$ cat src/rtl/lsb_stego_pkg.sv
// Shared types and helpers for the LSB steganography datapath.
// Used by both the message extractor and the embedder.
package lsb_stego_pkg;

    typedef enum logic [1:0] {
        S_IDLE,
        S_LOAD,
        S_EMIT,
        S_DONE
    } state_t;

    localparam logic [7:0] DELIM_DEFAULT = 8'h24;
    localparam int MAX_PIX_BYTES = 64;
    localparam int MAX_LSB_BITS  = 4;
    localparam int MAX_W = MAX_PIX_BYTES * MAX_LSB_BITS;

    // Extracted bit j*lsb_bits+i comes from bit i of channel byte j.
    function automatic logic [MAX_W-1:0] extract_lsbs(
        input logic [8*MAX_PIX_BYTES-1:0] word,
        input int                         pix_bytes,
        input int                         lsb_bits
    );
        logic [MAX_W-1:0] r;
        r = '0;
        for (int j = 0; j < MAX_PIX_BYTES; j++) begin
            for (int i = 0; i < MAX_LSB_BITS; i++) begin
                if (j < pix_bytes && i < lsb_bits)
                    r[j*lsb_bits+i] = word[8*j+i];
            end
        end
        return r;
    endfunction

endpackage

$ cat src/rtl/lsb_bit_gather.sv
// Combinational gather of the low LSB_BITS of every channel byte.
// Channel byte 0 lands in the least significant bits.
module lsb_bit_gather #(
    parameter int PIX_BYTES = 16,
    parameter int LSB_BITS  = 1
) (
    input  logic [8*PIX_BYTES-1:0]        pix_data,
    output logic [PIX_BYTES*LSB_BITS-1:0] bits
);

    for (genvar j = 0; j < PIX_BYTES; j++) begin : g_ch
        assign bits[j*LSB_BITS +: LSB_BITS] =
            pix_data[8*j +: LSB_BITS];
    end

endmodule

$ cat src/rtl/lsb_msg_extractor.sv
// Streaming LSB message decoder: pixel words in, message bytes out,
// stopping at the delimiter byte or after MAX_LEN bytes.
module lsb_msg_extractor
    import lsb_stego_pkg::*;
#(
    parameter int         PIX_BYTES = 16,
    parameter int         LSB_BITS  = 1,
    parameter logic [7:0] DELIM     = DELIM_DEFAULT,
    parameter int         MAX_LEN   = 1024
) (
    input  logic                         clk,
    input  logic                         rst_n,
    input  logic                         start,
    input  logic [8*PIX_BYTES-1:0]       pix_data,
    input  logic                         pix_valid,
    output logic                         pix_ready,
    output logic [7:0]                   msg_byte,
    output logic                         msg_valid,
    input  logic                         msg_ready,
    output logic                         busy,
    output logic                         done,
    output logic                         overflow,
    output logic [$clog2(MAX_LEN+1)-1:0] msg_len
);

    localparam int W  = PIX_BYTES * LSB_BITS;
    localparam int NB = W / 8;
    localparam int LW = $clog2(MAX_LEN + 1);
    localparam int IW = (NB > 1) ? $clog2(NB) : 1;

    if (W % 8 != 0) begin : g_bad_width
        $error("PIX_BYTES*LSB_BITS must be a multiple of 8");
    end
    if (LSB_BITS < 1 || LSB_BITS > 4) begin : g_bad_lsb
        $error("LSB_BITS must be in 1..4");
    end

    state_t          state;
    logic [W-1:0]    gathered;
    logic [W-1:0]    bits;
    logic [IW-1:0]   idx;
    logic [IW-1:0]   nidx;
    logic            last;
    logic [7:0]      cand;
    logic [LW-1:0]   cnt;
    logic            go;
    logic            stop_delim;
    logic            stop_max;

    lsb_bit_gather #(
        .PIX_BYTES (PIX_BYTES),
        .LSB_BITS  (LSB_BITS)
    ) u_gather (
        .pix_data (pix_data),
        .bits     (gathered)
    );

    // cand/cnt describe the byte that would be presented next cycle.
    always_comb begin
        last = (idx == IW'(NB - 1));
        nidx = last ? '0 : idx + 1'b1;
        cand = '0;
        cnt  = msg_len;
        if (state == S_LOAD) begin
            cand = gathered[7:0];
            cnt  = msg_len;
        end else begin
            cand = bits[8*nidx +: 8];
            cnt  = msg_len + 1'b1;
        end
        stop_delim = (cand == DELIM);
        stop_max   = (cnt == LW'(MAX_LEN));
        go = (state == S_LOAD && pix_valid) ||
             (state == S_EMIT && msg_valid &&
              msg_ready && !last);
    end

    always_ff @(posedge clk) begin
        if (!rst_n) begin
            state     <= S_IDLE;
            bits      <= '0;
            idx       <= '0;
            pix_ready <= 1'b0;
            msg_byte  <= '0;
            msg_valid <= 1'b0;
            busy      <= 1'b0;
            done      <= 1'b0;
            overflow  <= 1'b0;
            msg_len   <= '0;
        end else begin
            unique case (state)
                S_IDLE, S_DONE: begin
                    if (start) begin
                        state     <= S_LOAD;
                        pix_ready <= 1'b1;
                        busy      <= 1'b1;
                        done      <= 1'b0;
                        overflow  <= 1'b0;
                        msg_len   <= '0;
                    end
                end
                S_LOAD: begin
                    if (pix_valid) begin
                        bits      <= gathered;
                        idx       <= '0;
                        pix_ready <= 1'b0;
                    end
                end
                S_EMIT: begin
                    if (msg_valid && msg_ready) begin
                        msg_len <= cnt;
                        if (last) begin
                            state     <= S_LOAD;
                            pix_ready <= 1'b1;
                            msg_valid <= 1'b0;
                        end else begin
                            idx <= nidx;
                        end
                    end
                end
                default: state <= S_IDLE;
            endcase

            if (go) begin
                if (stop_delim || stop_max) begin
                    state     <= S_DONE;
                    done      <= 1'b1;
                    overflow  <= !stop_delim;
                    msg_valid <= 1'b0;
                    pix_ready <= 1'b0;
                    busy      <= 1'b0;
                end else begin
                    state     <= S_EMIT;
                    msg_valid <= 1'b1;
                    msg_byte  <= cand;
                end
            end
        end
    end

endmodule

$ cat config.mk
export PLATFORM = sky130hd
export DESIGN_NAME = lsb_msg_extractor
export DESIGN_NICKNAME = d
export VERILOG_FILES = /design/src/rtl/lsb_stego_pkg.sv /design/src/rtl/lsb_bit_gather.sv /design/src/rtl/lsb_msg_extractor.sv
export SDC_FILE = /design/constraint.sdc
export NUM_CORES = 1
export LEC_CHECK = 0
export CAP_MARGIN = 20
export CELL_PAD_IN_SITES_DETAIL_PLACEMENT = 1
export CELL_PAD_IN_SITES_GLOBAL_PLACEMENT = 2
export CORE_MARGIN = 2
export CORE_UTILIZATION = 17
export DETAILED_ROUTE_END_ITERATION = 10
export PLACE_DENSITY_LB_ADDON = 0.15
export SLEW_MARGIN = 5
export SYNTH_ARGS = -nofsm -noshare
export SYNTH_HDL_FRONTEND = slang
export SYNTH_SLANG_ARGS = --single-unit
export TNS_END_PERCENT = 30
$ cat constraint.sdc
create_clock -name clk -period 2.2 [get_ports clk]
set_input_delay 0.44 -clock clk [delete_from_list [all_inputs] [get_ports clk]]
set_output_delay 0.44 -clock clk [all_outputs]
set_load 0.05 [all_outputs]
* Word level (Yosys, flattened, before mapping)
Index checks and enable logic that the tools add are counted.
** Storage, ports and cells
- RAM bits :: 0
- Bits in latches :: 0
- Memory bits (read-only) :: 0
- Memories kept :: 0
- Input port bits :: 133
- Bits in registers :: 43
** Operators by class
- Bitwise gates (word level) :: 1
- Reduce and logical (&&, ||, !) cells :: 23
- Multipliers :: 0
- $lt $le $gt $ge :: 0
- Multiplexer cells :: 40
- Divide/modulo/power cells :: 0
- Shift operators :: 1
- Eq/ne operators :: 11
- Add/subtract/negate cells :: 2
** Operator list (count)
- 11-bit two-way mux :: 3
- 1-bit two-way mux :: 28
- 11-bit one-hot mux with 2 select lines :: 1
- 16-bit by 5-bit variable part select with 8-bit output :: 1
- 11-bit by 1-bit adder with 11-bit output (second input constant) :: 1
- 11-bit equality test (second input constant) :: 1
- 2-bit nonzero test :: 5
- 3-bit AND reduction :: 3
- 8-bit by 6-bit equality test with 1-bit output (second input constant) :: 1
- 2-bit two-way mux :: 4
- 8-bit two-way mux :: 1
- 3-bit != test (second input constant) :: 2
- 1-bit logical AND :: 5
- 2-bit equality test (second input constant) :: 2
- 2-bit != test (second input constant) :: 2
- 2-bit one-hot mux with 2 select lines :: 1
- 2-bit AND reduction :: 2
- 4-bit AND reduction :: 1
- 3-bit by 2-bit != test with 1-bit output (second input constant) :: 1
- 1-bit one-hot mux with 3 select lines :: 1
- 3-bit nonzero test :: 1
- 2-bit by 1-bit equality test with 1-bit output (second input constant) :: 1
- 1-bit logical NOT :: 2
- 2-bit logical NOT :: 1
- other kinds (6) :: 7

* Longest topological paths before layout
- Word-level depth :: 8
- Mapped depth :: 10

* Modules after synthesis
A second synthesis with hierarchy kept.
** Unflattened totals
- Cells, all modules :: 301
- Area, all modules :: 2493.6 µm²
** Modules (own cells, without submodules)
- lsb_msg_extractor :: sequential area each 860.8 µm², instances 1, area each 2373.5 µm², cells an instance 285
- lsb_bit_gather :: sequential area each 0.0 µm², instances 1, area each 120.1 µm², cells an instance 16

* Worst setup path after synthesis
No wires, ideal clock.
- Path type :: register -> register
- Start :: register msg_len[0]
- End :: register msg_byte[0]
- Cell stages (with the launch flop) :: 10
- Clock period less this slack :: 2.668 ns
- Slack :: -0.468 ns
- Arrival :: 2.549 ns
- Path buffers :: 2
- Cells stage by stage :: dfxtp_1 -> ha_1 -> nor2b_1 -> buf_2 -> nand4_1 -> xor2_2 -> or4_4 -> and3_1 -> buf_6 -> mux2i_1
** On the way
- Word-level cells in the longest chain between the ends :: 6
** RTL lines
- from (decl) :: RTL line lsb_msg_extractor.sv:23 : output logic [$clog2(MAX_LEN+1)-1:0] msg_len
- from (signal assigned) :: RTL line lsb_msg_extractor.sv:111 : msg_len <= cnt;
- 11-bit by 1-bit adder with 11-bit output :: RTL line lsb_msg_extractor.sv:69 : cnt = msg_len + 1'b1;
- 11-bit two-way mux (*) :: RTL line lsb_msg_extractor.sv:64 : if (state == S_LOAD) begin
- 11-bit equality test (*) :: RTL line lsb_msg_extractor.sv:72 : stop_max = (cnt == LW'(MAX_LEN));
- 1-bit logical OR (*) :: RTL line lsb_msg_extractor.sv:125 : if (stop_delim || stop_max) begin
- 1-bit NOT (no line) (*)
- 2-bit AND reduction (no line) (*)
- to (signal assigned) :: RTL line lsb_msg_extractor.sv:135 : msg_byte <= cand;
- to (decl) :: RTL line lsb_msg_extractor.sv:17 : output logic [7:0] msg_byte,
Every way passes the cells marked *; elsewhere a longest branch is shown, timed or not.
A chain may end at the register's enable or synchronous reset.

* Worst setup path after layout
- Start :: register state[1]
- End :: register msg_byte[0]
** On the way
- Word-level cells in the longest chain between the ends :: 6
** RTL lines
- from (decl) :: RTL line lsb_msg_extractor.sv:38 : state_t state;
- from (signal assigned) :: RTL line lsb_msg_extractor.sv:80 : state <= S_IDLE;
- from (signal assigned) :: RTL line lsb_msg_extractor.sv:94 : state <= S_LOAD;
- from (signal assigned) :: RTL line lsb_msg_extractor.sv:113 : state <= S_LOAD;
- 2-bit by 1-bit equality test with 1-bit output / 2-bit equality test (equally long branches) :: RTL line lsb_msg_extractor.sv:64, lsb_msg_extractor.sv:73, lsb_msg_extractor.sv:74
- 11-bit two-way mux (tied with other cells) :: RTL line lsb_msg_extractor.sv:64
- 11-bit equality test (tied with other cells) :: RTL line lsb_msg_extractor.sv:72
- 1-bit logical OR / 1-bit logical AND (equally long branches) :: RTL line lsb_msg_extractor.sv:125, lsb_msg_extractor.sv:75
- 1-bit NOT (no line) / 1-bit logical OR (equally long branches)
- 2-bit AND reduction (no line)
Several ways; a longest one is shown, not always the timed one.

==> reports/qor.yml <==
detail-route-antenna-nets: 0
synth_edf_count: 0
worstMarginPinSlew_ns: 0.632
violations: "setup timing"
yosysWarnings: 0
gp_routability_congestion: 0.684
post-route-drc-count: 0
num-fill-cells: 1647
criticalPathCategory: "reg2reg"
syn_area_per_cell_um2: 8.33
rsz0062_at_grt: "yes"
syn_inst: 285
layout.cells.most_common: "sky130_fd_sc_hd__nand2_1"
crit_path_max_fanout: 5
fin_setup_tns_ns: -0.408
power.leakage_nw: 1.26
crit_required_ns: 2.39
outcome: "complete, but fails checks"
worstHoldPathType: "reg2reg"
routed_wirelength_um: 7590
cts_inserted_buffers: 5
clk_latency_ns: 0.30
fin_cells: 542
initial_standard_cell_utilization_of_the_core_pct: 17.2
clk_path_buf_depth: 2
report.final.setup_viol: 11
final-hold-violation-count: 0
layout_min_cycle_time_ns: 2.26
num_rows: 43
critPathBufInv: 2
drv_slew: 0
die-area_mm2: 0.0149
fmax_mhz: 443
critical_path.cell_chain: "inv_2 > ha_4 > or4b_4 > o41ai_2 > buf_4 > o2111ai_2 > or4_4 > and3_4 > mux2i_1"
cts_tree: "yes"
max_stage_delay_on_crit_path_ns: 0.49
area.growth.synth_to_final_pct: 49.7
total_power_after_layout_mw: 3.16
final.period_utilization_pct: 103
firstDrtPassIters: 4
antenna-diode-count: 0
async_flop_share_pct: 0
postLayoutCoreUtil_pct: 25.8
postSynthNetCount: 421
post_synth_num_cell_types: 52
postLayoutSetupSlackWorst_ns: -0.0597
skew_ns: 0.00796
timing.slew.headroom_pct: 57.8
dominantRegCellSynth: "sky130_fd_sc_hd__dfxtp_1"
portBuffers: 44
clk_pin_slew_worst_paths_ns: 0.07
layout.nets: 497
setup.worst_path.end_class: "flop"
synth-seq-area-share_pct: 36.3
drtIter0Drc: 66
grt_first_pass_wirelength_um: 12500
final_layout_size_suffix_gt1_share_pct: 25.4
number_of_antenna_violations_at_the_first_check_in_global_routing: 0
register_area_um2: 883
timing.critical_path.from_type: "flop"
critical_path.top_delay_family: "simple AND/OR/NAND/NOR gates"
vias: 2222
max-cap-violations: 0
clock_sink_count: 43
cp_data_arrival_time_ns: 2.45
gr-total-overflow: 0
routed_wire_length_per_instance_um: 14.0
cpMaxStageDelayCell: "sky130_fd_sc_hd__or4_4"
placed_cells: 530
vias_per_cell: 4.10
area_of_the_core_region_mm2: 0.0138
dp_hpwl_um: 5690
buffer_type_at_the_clock_tree_root: "sky130_fd_sc_hd__clkbuf_16"
grt_max_degree: 19
htree_num_levels: 2
grt_pass1_vias: 2325
syn_area_mm2: 0.00237
io-pin-count: 157
horizontal_extent_of_the_die_um: 122
mostFrequentLayoutCells: "sky130_fd_sc_hd__nand2_1, sky130_fd_sc_hd__clkdlybuf4s50_1, sky130_fd_sc_hd__buf_4"
groute.usage.overall_pct: 11.0
vdd.ir_drop.worst_mv: 0.352
synth_seq_cells: 43
detailedPlace.worstSlack_ns: -0.275
die_h_um: 122
multi_input_area_mm2: 0.00147
p_per_area_mw_per_mm2: 891
reg2reg_setup_slack_ns: -0.06
## worst min-delay path: stages, from the launching register on
cell	delay (ns)
sky130_fd_sc_hd__dfxtp_1	0.31
sky130_fd_sc_hd__nand2_1	0.05
sky130_fd_sc_hd__a21boi_0	0.06
## metal layers
layer	share of wire, %	GRT usage (%)	wire length [um]	vias to the layer above
li1	-	-	-	1159
met1	48	14.0	3670	1027
met2	47	18.3	3600	27
met3	2.6	2.29	194	9
met4	1.6	4.31	124	0
met5	0	0	0	-
## timing repair
item,CTS,global route
pin swaps,4,3
hold buffers,0,0
buffers inserted,2,1
setup endpoints to repair,14,18
gates cloned,1,0
resized for setup,14,8
## stage by stage
stage,hold WS [ns],area [um2]
finish,0.465,3550
global route,0.493,3550
CTS,0.468,3510
detailed placement,0.458,3260
global placement,0.448,3260
floorplan,0.440,2410
## area by class of cell
| type | instances | area share, % |
|---|---|---|
| sequential | 43 | 24.9 |
| clock inverter | 3 | 1.34 |
| tap | 180 | 6.34 |
| multi-input combinational | 221 | 41.5 |
| inverter | 3 | 0.317 |
| timing repair buffer | 87 | 22.2 |
| clock buffer | 5 | 3.52 |
## sequential cells by signal, indices dropped and copies added, names as in the netlist
name and flops:
done 1, busy 1, pix_ready 1, overflow 1
state 2, bits 16, idx 1, msg_byte 8
msg_valid 1, msg_len 11
## kinds of logic after synthesis
logic type / count (synthesis) / synth area share (%)
buffers and inverters: 22 / 5.85
AND/OR/NAND/NOR: 127 / 27.1
adder cells (fa/ha/maj): 3 / 1.58
flip-flops: 43 / 36.3
AO/OA/AOI/OAI: 65 / 18.1
multiplexers: 22 / 9.70
XOR/XNOR: 3 / 1.42
## report_power, final
group / internal [mW] / switching, mW / leakage [nW] / total (mW)
Combinational: 0.610 / 0.707 / 0.822 / 1.32
Sequential: 0.869 / 0.0642 / 0.356 / 0.934
Clock: 0.543 / 0.371 / 0.0844 / 0.914
## path summary, 6_finish.rpt
check	start	endpoint	cells after the start
max	state[1]	msg_byte[0]	9
max reg2reg	state[1]	msg_byte[0]	9
min reg2reg	bits[10]	bits[10]	2
min	bits[10]	bits[10]	2
## cells in the mapped netlist (all sizes together), types with 2 or more instances
library cell / count / area, um2
mux2i: 17 / 170
a31oi: 5 / 31.3
a21boi: 19 / 143
o21a: 2 / 15.0
nor3: 5 / 25.0
a22oi: 3 / 22.5
o21ai: 18 / 90.1
nand2b: 4 / 25.0
dfxtp: 43 / 861
nand3: 4 / 20.0
nor2b: 11 / 68.8
mux2: 5 / 60.1
dlygate4sd1: 2 / 17.5
buf: 9 / 78.8
nor3b: 4 / 30.0
inv: 3 / 11.3
and3: 5 / 31.3
xor2: 2 / 25.0
or4: 4 / 37.5
nand2: 66 / 248
or2b: 4 / 30.0
nor2: 6 / 22.5
ha: 3 / 37.5
nand4: 3 / 18.8
clkbuf: 8 / 31.3
a21oi: 8 / 40.0
and2: 3 / 18.8
o221a: 2 / 22.5
(Power assumes the default switching activity.)
